<file path="config.mk">
export PLATFORM = sky130hd
export DESIGN_NAME = rggen_bus_arbiter
export DESIGN_NICKNAME = d
export VERILOG_FILES = /design/src/rtl/rggen_bus_arbiter.sv
export SDC_FILE = /design/constraint.sdc
export NUM_CORES = 1
export LEC_CHECK = 0
export BUFFER_PORTS_ARGS = -buffer_cell sky130_fd_sc_hd__buf_2
export CORE_ASPECT_RATIO = 0.5
export CORE_MARGIN = 8
export CORE_UTILIZATION = 45
export DETAILED_ROUTE_END_ITERATION = 6
export PLACE_DENSITY = 0.8
export RECOVER_POWER = 100
export SKIP_LAST_GASP = 1
export SYNTH_ARGS = -nofsm -noshare
export SYNTH_HDL_FRONTEND = slang
export SYNTH_SLANG_ARGS = --single-unit
</file>
<file path="constraint.sdc">
create_clock -name clk -period 4.5 [get_ports clk]
set_input_delay 0.225 -clock clk [delete_from_list [all_inputs] [get_ports clk]]
set_output_delay 0.225 -clock clk [all_outputs]
set_load 0.02 [all_outputs]
</file>
<file path="src/rtl/rggen_bus_arbiter.sv">
// Round-robin arbiter sharing one register-block local bus between REQUESTERS masters.
// Optional downstream timeout: define RGGEN_BUS_ARBITER_TIMEOUT_EN.
module rggen_bus_arbiter #(
    parameter int REQUESTERS     = 2,
    parameter int ADDRESS_WIDTH  = 8,
    parameter int DATA_WIDTH     = 32,
    parameter int TIMEOUT_CYCLES = 255
) (
    input  logic                             clk,
    input  logic                             rst,
    input  logic [REQUESTERS-1:0]            i_request,
    input  logic [REQUESTERS-1:0]            i_write,
    input  logic [REQUESTERS*ADDRESS_WIDTH-1:0] i_address,
    input  logic [REQUESTERS*DATA_WIDTH-1:0] i_write_data,
    input  logic [REQUESTERS*DATA_WIDTH-1:0] i_strobe,
    output logic [REQUESTERS-1:0]            o_done,
    output logic [DATA_WIDTH-1:0]            o_read_data,
    output logic [1:0]                       o_status,
    output logic                             o_bus_request,
    output logic                             o_bus_write,
    output logic [ADDRESS_WIDTH-1:0]         o_bus_address,
    output logic [DATA_WIDTH-1:0]            o_bus_write_data,
    output logic [DATA_WIDTH-1:0]            o_bus_strobe,
    input  logic                             i_bus_done,
    input  logic [DATA_WIDTH-1:0]            i_bus_read_data,
    input  logic [1:0]                       i_bus_status
);

    localparam int GW = (REQUESTERS > 1) ? $clog2(REQUESTERS) : 1;

    // Handshake: a requester holds i_request and its payload until it sees its
    // o_done pulse; downstream, o_bus_request stays high with a stable command
    // until the cycle i_bus_done is sampled high.
    typedef enum logic [1:0] {
        ST_IDLE = 2'd0,
        ST_BUSY = 2'd1,
        ST_DONE = 2'd2
    } state_t;

    state_t                  r_state;
    state_t                  w_next_state;
    logic [GW-1:0]           r_grant;
    logic [GW-1:0]           r_last;
    logic [GW-1:0]           w_grant;
    logic [GW-1:0]           w_idx;
    logic                    w_found;
    logic                    r_write;
    logic [ADDRESS_WIDTH-1:0] r_address;
    logic [DATA_WIDTH-1:0]   r_write_data;
    logic [DATA_WIDTH-1:0]   r_strobe;
    logic [DATA_WIDTH-1:0]   r_read_data;
    logic [1:0]              r_status;
    logic                    w_timeout;
    logic [REQUESTERS-1:0]   w_done;

`ifdef RGGEN_BUS_ARBITER_TIMEOUT_EN
    localparam int TW = (TIMEOUT_CYCLES > 1) ? $clog2(TIMEOUT_CYCLES + 1) : 1;

    logic [TW-1:0] r_timer;

    // Counts completed BUSY cycles; expiring on the last one bounds BUSY to TIMEOUT_CYCLES.
    always_ff @(posedge clk or posedge rst) begin
        if (rst) begin
            r_timer <= '0;
        end else if (r_state != ST_BUSY) begin
            r_timer <= '0;
        end else begin
            r_timer <= r_timer + 1'b1;
        end
    end

    assign w_timeout = (r_state == ST_BUSY) && (r_timer == TW'(TIMEOUT_CYCLES - 1));
`else
    assign w_timeout = 1'b0;
`endif

    // Search starts one past the last grant so every requester is reached within REQUESTERS turns.
    always_comb begin
        w_found = 1'b0;
        w_grant = r_last;
        w_idx   = '0;
        for (int ofs = 1; ofs <= REQUESTERS; ofs++) begin
            w_idx = GW'((int'(r_last) + ofs) % REQUESTERS);
            if (!w_found && i_request[w_idx]) begin
                w_found = 1'b1;
                w_grant = w_idx;
            end
        end
    end

    always_ff @(posedge clk or posedge rst) begin
        if (rst) begin
            r_state <= ST_IDLE;
        end else begin
            r_state <= w_next_state;
        end
    end

    always_comb begin
        w_next_state = r_state;
        case (r_state)
            ST_IDLE: begin
                if (w_found) begin
                    w_next_state = ST_BUSY;
                end
            end
            ST_BUSY: begin
                if (i_bus_done || w_timeout) begin
                    w_next_state = ST_DONE;
                end
            end
            ST_DONE: begin
                w_next_state = ST_IDLE;
            end
            default: begin
                w_next_state = ST_IDLE;
            end
        endcase
    end

    always_ff @(posedge clk or posedge rst) begin
        if (rst) begin
            r_grant      <= '0;
            r_last       <= GW'(REQUESTERS - 1);
            r_write      <= 1'b0;
            r_address    <= '0;
            r_write_data <= '0;
            r_strobe     <= '0;
            r_read_data  <= '0;
            r_status     <= 2'b00;
        end else begin
            case (r_state)
                ST_IDLE: begin
                    if (w_found) begin
                        r_grant      <= w_grant;
                        r_last       <= w_grant;
                        r_write      <= i_write[w_grant];
                        r_address    <= i_address[int'(w_grant)*ADDRESS_WIDTH +: ADDRESS_WIDTH];
                        r_write_data <= i_write_data[int'(w_grant)*DATA_WIDTH +: DATA_WIDTH];
                        r_strobe     <= i_strobe[int'(w_grant)*DATA_WIDTH +: DATA_WIDTH];
                    end
                end
                ST_BUSY: begin
                    // A completion in the same cycle as the timeout is honoured as a normal response.
                    if (i_bus_done) begin
                        r_read_data <= r_write ? '0 : i_bus_read_data;
                        r_status    <= i_bus_status;
                    end else if (w_timeout) begin
                        r_read_data <= '0;
                        r_status    <= 2'b10;
                    end
                end
                default: begin
                end
            endcase
        end
    end

    always_comb begin
        w_done = '0;
        if (r_state == ST_DONE) begin
            w_done[r_grant] = 1'b1;
        end
    end

    assign o_done           = w_done;
    assign o_read_data      = (r_state == ST_DONE) ? r_read_data : '0;
    assign o_status         = (r_state == ST_DONE) ? r_status : 2'b00;
    assign o_bus_request    = (r_state == ST_BUSY);
    assign o_bus_write      = r_write;
    assign o_bus_address    = r_address;
    assign o_bus_write_data = r_write_data;
    assign o_bus_strobe     = r_strobe;

endmodule

</file>
==> impl_metrics.toml, run 1 <==
[status]
outcome = "finished with violations"
violations = "max-capacitance violations, max-slew violations"

[sta]
fin_crit_sh = 0.7215
slew-limit-headroom = -1.305
finalHoldViolations = 0
hold-worst-slack_ns = 0.1218
rsz0062_at_grt = "false"
fin_crit_ns = 3.247
worst_pin_slew_ns = 3.439
fmax_mhz = 308.0
fin_tns_setup_ns = 0
setup_violations = 0
drv_slew = 163
finalClockSkew_ns = 0.008683

[grt]
grt_pass1_vias = 5582
met3_usage = 0.04151
grt_pass1_wl_mm = 29.15
grt_use_met2 = 0.3879
grt-busiest-layer = "met2"
grt_usage = 0.2204
antenna_found_initial = 0
use_met1 = 0.2765
grt-ovfl-total = 0
grt_max_degree = 81

[clock_tree]
cts.htree.levels = 3
worstSkewPairLatency_ns = 0.34
clockBufferDepth = 2
postCtsSetupBuffers = 0
cts_tree = "done"
cts_resized = 0
cts_sinks = 111
clkTransAtPathRegs_ns = 0.07
tritoncts.num_buffers = 9
cts_hold_repair.buffers = 0
root_buffer = "clkbuf_16"

[job]
cap_viol_max_count = 3

[floorplan]
die_area_um2 = 16160
die_w_um = 172.0
die_height_um = 93.98
rows = 28
ios = 295
core_area_um2 = 11840
initial_core_util = 0.4622

[logic_synthesis]
yosysTopAreaCell = "dfrtp_1"
synth_warnings = 0
syn_area_per_cell_um2 = 8.742
ys_ff_latch = 111
synth_area_leaders = "dfrtp_1, o21ai_0, a31oi_1"
synthCells = 626
synth_top_area_share = 0.5030
ys_seq_area_frac = 0.5078
syn_nets = 811
syn_area_um2 = 5473
ys_types = 21

[finish]
fin_cells = 1039
ff_latch_area_um2 = 2779
antenna_cells = 0
fin_nets = 1054
final_cell_mix = "buf_2, dfrtp_1, o21ai_0"
mostFrequentLayoutCell = "buf_2"
n_fill_cell = 1150
layout-drive-gt1-share = 0.2780
syn_to_final_growth_pct = 29.84
multi_input_area_um2 = 2392

[critical_path]
cp-start-kind = "flip-flop"
path_cells = "nor2_1, and2_0, buf_4, a31oi_1"
crit_start = "r_state[0]$_DFFE_PP0P_"
cp_slowest_cell = "and2_0"
critPathMaxFanout = 44
criticalPathCategory = "flip-flop to flip-flop"
critPathCaptureType = "flip-flop"
critical-path-max-stage-delay_ns = 1.76
cp.arrival_ns = 3.44
regToRegStartpoint = "r_state[0]$_DFFE_PP0P_"
cp.required_ns = 4.69

[placed_design]
dpl.hpwl_mm = 12.89
place.gp.congestion = 0.7879
post-place-cells = 1023
port_buffers = 294

[min_path]
hold_start = "i_bus_status[1]"
worstHoldPathType = "input pin to flip-flop"

[detailed_routing]
drc_errors = 0
wl_per_cell_um = 18.15
via_per_inst = 5.482
drt-pass1-iter-count = 5
wl_mm = 18.86
drtIter0Drc = 531
final_antenna_net_count = 0
vias = 5696

[power_and_ir_drop]
power_per_cell_area_nw_per_um2 = 678.9
power.leakage_uw = 0.003195
vdd_drop_max_uv = 299.1
[Yosys cell counts]
| cell type | count |
|---|---|
| buf_1 | 3 |
| nor2b_1 | 5 |
| and2_1 | 36 |
| clkbuf_1 | 58 |
| o21ai_0 | 100 |
| nand2_1 | 32 |
| nand2b_1 | 34 |
| or2_1 | 1 |
| buf_2 | 5 |
| nor2_1 | 1 |
| mux2_2 | 2 |
| inv_1 | 3 |
| buf_6 | 5 |
| a31oi_1 | 75 |
| dfrtp_1 | 110 |
| a21o_1 | 1 |
| dfstp_2 | 1 |
| nand3b_1 | 1 |
| a21oi_1 | 75 |
| o21ai_1 | 5 |
| nand3_1 | 73 |
[layout make-up]
| class | count | share of cell area |
|---|---|---|
| tap | 165 | 0.02905 |
| multi-input combinational | 441 | 0.3367 |
| clock inverter | 6 | 0.006515 |
| inverter | 3 | 0.001761 |
| clock buffer | 10 | 0.03363 |
| sequential | 111 | 0.3911 |
| timing repair buffer | 303 | 0.2013 |
[report_power, final]
| part | internal (uW) | switching (uW) | total [uW] |
|---|---|---|---|
| clock network | 393 | 366 | 759 |
| registers | 1500 | 309 | 1800 |
| logic | 706 | 1550 | 2260 |
| total | 2590 | 2230 | 4820 |
[metrics by stage]
stage	power, uW	utilization	worst slack, ns	cell area, um2
2_1_floorplan	3388	-	1.346	5473
3_3_place_gp	4098	0.5862	2.355	6942
3_5_place_dp	4173	0.5862	2.275	6942
4_1_cts	4942	0.6103	2.117	7227
5_1_grt	5163	0.6001	0.9879	7106
6_report	4824	0.6001	1.253	7106
[cell families (layout without fill, tap and decap cells)]
group,Yosys count,count (layout),share of synthesized area
AOI/OAI and AO/OA,256,256,0.2517
and+or+nand+nor,183,183,0.1776
muxes,2,2,0.004115
DFF,111,111,0.5078
buffers and inverters,74,322,0.05875
[routing by layer]
metal,routed length [um],vias up
met4,299,0
met2,9728,260
met5,0,-
li1,-,2722
met3,1293,25
met1,7534,2689
[sequential cells by signal, indices dropped and copies added (netlist names)]
name              count
o_bus_address         8
o_bus_strobe         32
r_state               2
o_bus_write           1
o_bus_write_data     32
r_read_data          32
r_last                1
r_status              2
r_grant               1
[worst paths after layout]
kind / to / cells past startpoint / slack [ns]
max: o_bus_write_data[23]$_DFFE_PP0P_ / 4 / 1.25
min: r_status[1]$_DFFE_PP0P_ / 2 / 0.12
max reg2reg: o_bus_write_data[23]$_DFFE_PP0P_ / 4 / 1.25
min reg2reg: r_read_data[27]$_DFFE_PP0P_ / 2 / 0.48
max in group asynchronous: o_bus_strobe[17]$_DFFE_PP0P_ / 3 / 2.02
min in group asynchronous: o_bus_strobe[4]$_DFFE_PP0P_ / 2 / 0.90
[worst max-delay path, delay by kind of cell, from the launching register on]
kind / cells / cell delay [ns]
simple gates: 2 / 1.95
buf+inv: 1 / 0.57
flops: 1 / 0.41
compound gates: 1 / 0.16
Note: power is estimated with default switching activity, not from simulation.
==> inputs of run 2 (changes only) <==
- CORE_UTILIZATION: 45 -> 41
- PLACE_DENSITY: 0.8 -> 0.77
- clock period: 4.5 -> 2.7 ns (I/O delays scaled with it)
==> run 2 against run 1 <==
Against the previous run:
- register-to-register slack worse by 0.69 ns
- power rose by 68%
- flip-flop and latch count unchanged
- first-iteration DRC count down 21%
- highest routed layer unchanged
- combinational power up 69%
- sequential share of layout area is 0.46 points lower
- design area is 1.2% higher
- routed wire length hardly changed
- count of clock-buffer cells in the layout did not move
- non-clock buffer count rose by 9
- the flow still finishes with violations (max-capacitance violations, max-slew violations)
- die area increased by 8.4%
- core utilization decreased by 4.0 points
==> impl_metrics.toml, run 2 (synthesized netlist as in run 1, its figures left out) <==
[status]
outcome = "finished with violations"
violations = "max-capacitance violations, max-slew violations"

[sta]
worst_pin_slew_ns = 1.701
fin_crit_sh = 0.8250
drv_slew = 69
fin_crit_ns = 2.227
setup_violations = 0
finalClockSkew_ns = 0.008358
finalHoldViolations = 0
fin_tns_setup_ns = 0
rsz0062_at_grt = "false"
fmax_mhz = 448.9
slew-limit-headroom = -0.1341
hold-worst-slack_ns = 0.03964

[job]
cap_viol_max_count = 1

[power_and_ir_drop]
power.leakage_uw = 0.003211
power_per_cell_area_nw_per_um2 = 1126
vdd_drop_max_uv = 448.4

[placed_design]
dpl.hpwl_mm = 13.41
port_buffers = 294
place.gp.congestion = 0.8341

[grt]
grt_usage = 0.2056
grt_pass1_wl_mm = 29.46
grt_pass1_vias = 5572
antenna_found_initial = 0
grt_max_degree = 77
grt-ovfl-total = 0

[floorplan]
initial_core_util = 0.4261
rows = 29
die_w_um = 179.4
die_height_um = 97.70
ios = 295
core_area_um2 = 12840
die_area_um2 = 17530

[clock_tree]
postCtsSetupBuffers = 0
worstSkewPairLatency_ns = 0.34
tritoncts.num_buffers = 9
cts_resized = 0
clockBufferDepth = 2
cts_tree = "done"
cts_hold_repair.buffers = 1
cts_sinks = 111
root_buffer = "clkbuf_16"
cts.htree.levels = 3
clkTransAtPathRegs_ns = 0.07

[finish]
mostFrequentLayoutCell = "buf_2"
antenna_cells = 0
multi_input_area_um2 = 2394
final_cell_mix = "buf_2, dfrtp_1, o21ai_0"
syn_to_final_growth_pct = 31.37
fin_nets = 1063
ff_latch_area_um2 = 2779
n_fill_cell = 1253
layout-drive-gt1-share = 0.2741

[critical_path]
cp-start-kind = "flip-flop"
regToRegSetupSlack_ns = 0.56
critPathCaptureType = "primary output"
criticalPathCategory = "flip-flop to primary output"
cp.required_ns = 2.57
critPathMaxFanout = 20
cp.arrival_ns = 2.09

[detailed_routing]
final_antenna_net_count = 0
drtIter0Drc = 420
drt-pass1-iter-count = 5
drc_errors = 0
via_per_inst = 5.431
wl_per_cell_um = 17.92
vias = 5719
wl_mm = 18.87

[min_path]
worstHoldPathType = "input pin to flip-flop"
[run 2: changes by cell type in the layout (fill, tap and decap cells not counted), moves of 5 or more]
cell and delta:
and2_0 -11, and2_1 +10, buf_2 -10, clkbuf_1 +9, clkbuf_2 +5
[run 2: metrics by stage]
| stage | instances | instance area (um2) | setup WS [ns] | utilization | total power (uW) |
|---|---|---|---|---|---|
| after global routing | 1053 | 7189 | 0.2253 | 0.5597 | 8687 |
| after CTS | 1053 | 7330 | 0.6022 | 0.5706 | 8323 |
| after detailed placement | 1036 | 7034 | 0.9608 | 0.5476 | 7039 |
| final | 1053 | 7189 | 0.4725 | 0.5597 | 8094 |
| after global placement | 1036 | 7034 | 0.9787 | 0.5476 | 6909 |
| after floorplan | 626 | 5477 | 1.222 | - | 5647 |
[run 2: final cells by class]
cell class | instances | share of cell area
clock buffer | 10 | 0.03324
clock inverter | 6 | 0.006439
inverter | 3 | 0.002088
multi-input combinational | 441 | 0.3329
sequential | 111 | 0.3865
tap | 170 | 0.02959
timing repair buffer | 312 | 0.2092
[run 2: path summary, 6_finish.rpt]
kind / start / end / cells after the start
worst min register to register: r_read_data[16]$_DFFE_PP0P_ / r_read_data[16]$_DFFE_PP0P_ / 2
worst max register to register: r_last$_DFFE_PP1P_ / o_bus_write_data[25]$_DFFE_PP0P_ / 4
worst max-delay path: r_state[1]$_DFFE_PP0P_ / o_read_data[18] / 4
max in group asynchronous: rst / o_bus_address[1]$_DFFE_PP0P_ / 4
worst min-delay path: i_bus_status[0] / r_status[0]$_DFFE_PP0P_ / 2
min in group asynchronous: rst / o_bus_strobe[0]$_DFFE_PP0P_ / 4
[run 2: critical path: stages, from the launching register on]
cell	delay, ns
dfrtp_1	0.42
nor2b_2	0.52
clkbuf_2	0.39
and2_1	0.18
clkbuf_1	0.25
[run 2: report_power, final]
group	switching (uW)	total, uW	internal, uW	leakage, uW
Clock	609	1260	655	0.000135
Sequential	520	3000	2480	0.00131
Combinational	2600	3830	1230	0.00177
[run 2: routing by layer]
metal  share of wire  wire, um  vias up  track usage
li1                -         -     2736            -
met1            0.40      7580     2708       0.2564
met2            0.51      9686      246       0.3561
met3           0.066      1252       29      0.04034
met4           0.018       347        0      0.05534
met5               0         0        -            0
==> inputs of run 3 (changes only) <==
- clock period: 2.7 -> 1.97 ns (I/O delays scaled with it)
==> run 3 against run 2 <==
Against the previous run:
- the run now ends clean
- clock skew shrank 0.0017 ns
- combinational power grew 42%
- routed wire length grew 0.46%
- critical path type unchanged
==> impl_metrics.toml, run 3 (synthesized netlist as in run 1, its figures left out) <==
[clock_tree]
clkTransAtPathRegs_ns = 0.08
clockBufferDepth = 2
postCtsSetupBuffers = 0
cts_tree = "done"
worstSkewPairLatency_ns = 0.34
cts_resized = 0
cts_sinks = 111
tritoncts.num_buffers = 9
root_buffer = "clkbuf_16"
cts.htree.levels = 3

[sta]
fin_crit_sh = 0.9048
finalHoldViolations = 0
finalClockSkew_ns = 0.006615
drv_slew = 0
setup_violations = 0
rsz0062_at_grt = "false"
fin_tns_setup_ns = 0
worst_pin_slew_ns = 1.128
fmax_mhz = 561.0
fin_crit_ns = 1.782
slew-limit-headroom = 0.2483

[finish]
ff_latch_area_um2 = 2779
syn_to_final_growth_pct = 33.68
n_fill_cell = 1262
fin_util = 0.5696
layout-drive-gt1-share = 0.2646
final_cell_mix = "buf_2, dfrtp_1, o21ai_0, clkbuf_1"
fin_nets = 1072
antenna_cells = 0
multi_input_area_um2 = 2404
final_area_um2 = 7316
mostFrequentLayoutCell = "buf_2"
fin_cells = 1062

[detailed_routing]
via_per_inst = 5.386
drc_errors = 0
drt-pass1-iter-count = 4
wl_met1_mm = 7.605
wl_per_cell_um = 17.85
met2WireLength_mm = 9.652
met3_length_mm = 1.106
routed.top_layer = "met4"
final_antenna_net_count = 0
drtIter0Drc = 500
vias = 5720
wl_mm = 18.95

[min_path]
worstHoldPathType = "input pin to flip-flop"

[floorplan]
initial_core_util = 0.4261
rows = 29
die_height_um = 97.70
die_w_um = 179.4
ios = 295
core_area_um2 = 12840
die_area_um2 = 17530

[power_and_ir_drop]
p_total_uw = 11160
power_per_cell_area_nw_per_um2 = 1526
power.leakage_uw = 0.003235
vdd_drop_max_uv = 765.2

[grt]
antenna_found_initial = 0
grt_pass1_vias = 5888
grt_pass1_wl_mm = 30.53
grt-ovfl-total = 0
grt_usage = 0.2115
grt_max_degree = 76

[critical_path]
critPathCaptureType = "primary output"
cp-start-kind = "flip-flop"
cp.required_ns = 1.87
critPathMaxFanout = 31
cp.arrival_ns = 1.68
criticalPathCategory = "flip-flop to primary output"

[placed_design]
placed_area_um2 = 7112
port_buffers = 294
place.gp.congestion = 0.8317
dpl.hpwl_mm = 13.55
post-place-cells = 1038

[job]
cap_viol_max_count = 0

[status]
outcome = "finished, final reports clean"
==> run 3: layer usage <==
layer | global-route usage | vias up
met3 | 0.04383 | 43
li1 | - | 2746
met4 | 0.07697 | 0
met2 | 0.3604 | 228
met5 | 0 | -
met1 | 0.2597 | 2703
==> run 3: timing repair <==
action,CTS,global route
hold buffers,6,2
setup endpoints to repair,0,0
endpoints found under the hold margin,71,2
==> run 3: power breakdown <==
part / internal, uW / leakage, uW / switching [uW]
Combinational: 1780 / 0.00180 / 3650
Clock: 859 / 0.000124 / 839
Sequential: 3410 / 0.00131 / 626
Total: 6050 / 0.00324 / 5120
==> run 3: final cells by class <==
cell class                      count  area share
Clock inverter                      7    0.006670
Sequential cell                   111      0.3799
Inverter                            3    0.001710
Multi-Input combinational cell    441      0.3285
Clock buffer                        9     0.03079
Timing Repair Buffer              321      0.2234
Tap cell                          170     0.02907
==> run 3: worst max-delay path: stages (launching register included) <==
cell,delay [ns]
dfrtp_1,0.42
nor2b_2,0.32
buf_12,0.20
and2_1,0.14
clkbuf_1,0.25
==> run 3: stage by stage <==
step	setup slack [ns]	hold slack [ns]
floorplan	0.5268	0.2389
global placement	0.4515	-0.003179
detailed placement	0.3706	-0.001248
CTS	0.2338	0.0004813
global route	0.07000	0.0002001
finish	0.1875	0.01042
==> run 3: worst paths after layout <==
check	start	endpoint	slack, ns	depth (start not counted)
worst max register to register	r_state[0]$_DFFE_PP0P_	o_bus_write_data[30]$_DFFE_PP0P_	0.19	4
min in group asynchronous	rst	o_bus_strobe[1]$_DFFE_PP0P_	0.21	3
max in group asynchronous	rst	o_bus_write_data[8]$_DFFE_PP0P_	0.46	4
worst min register to register	r_read_data[25]$_DFFE_PP0P_	r_read_data[25]$_DFFE_PP0P_	0.48	2
worst max-delay path	r_state[1]$_DFFE_PP0P_	o_read_data[21]	0.19	4
worst min-delay path	i_bus_read_data[11]	r_read_data[11]$_DFFE_PP0P_	0.01	3
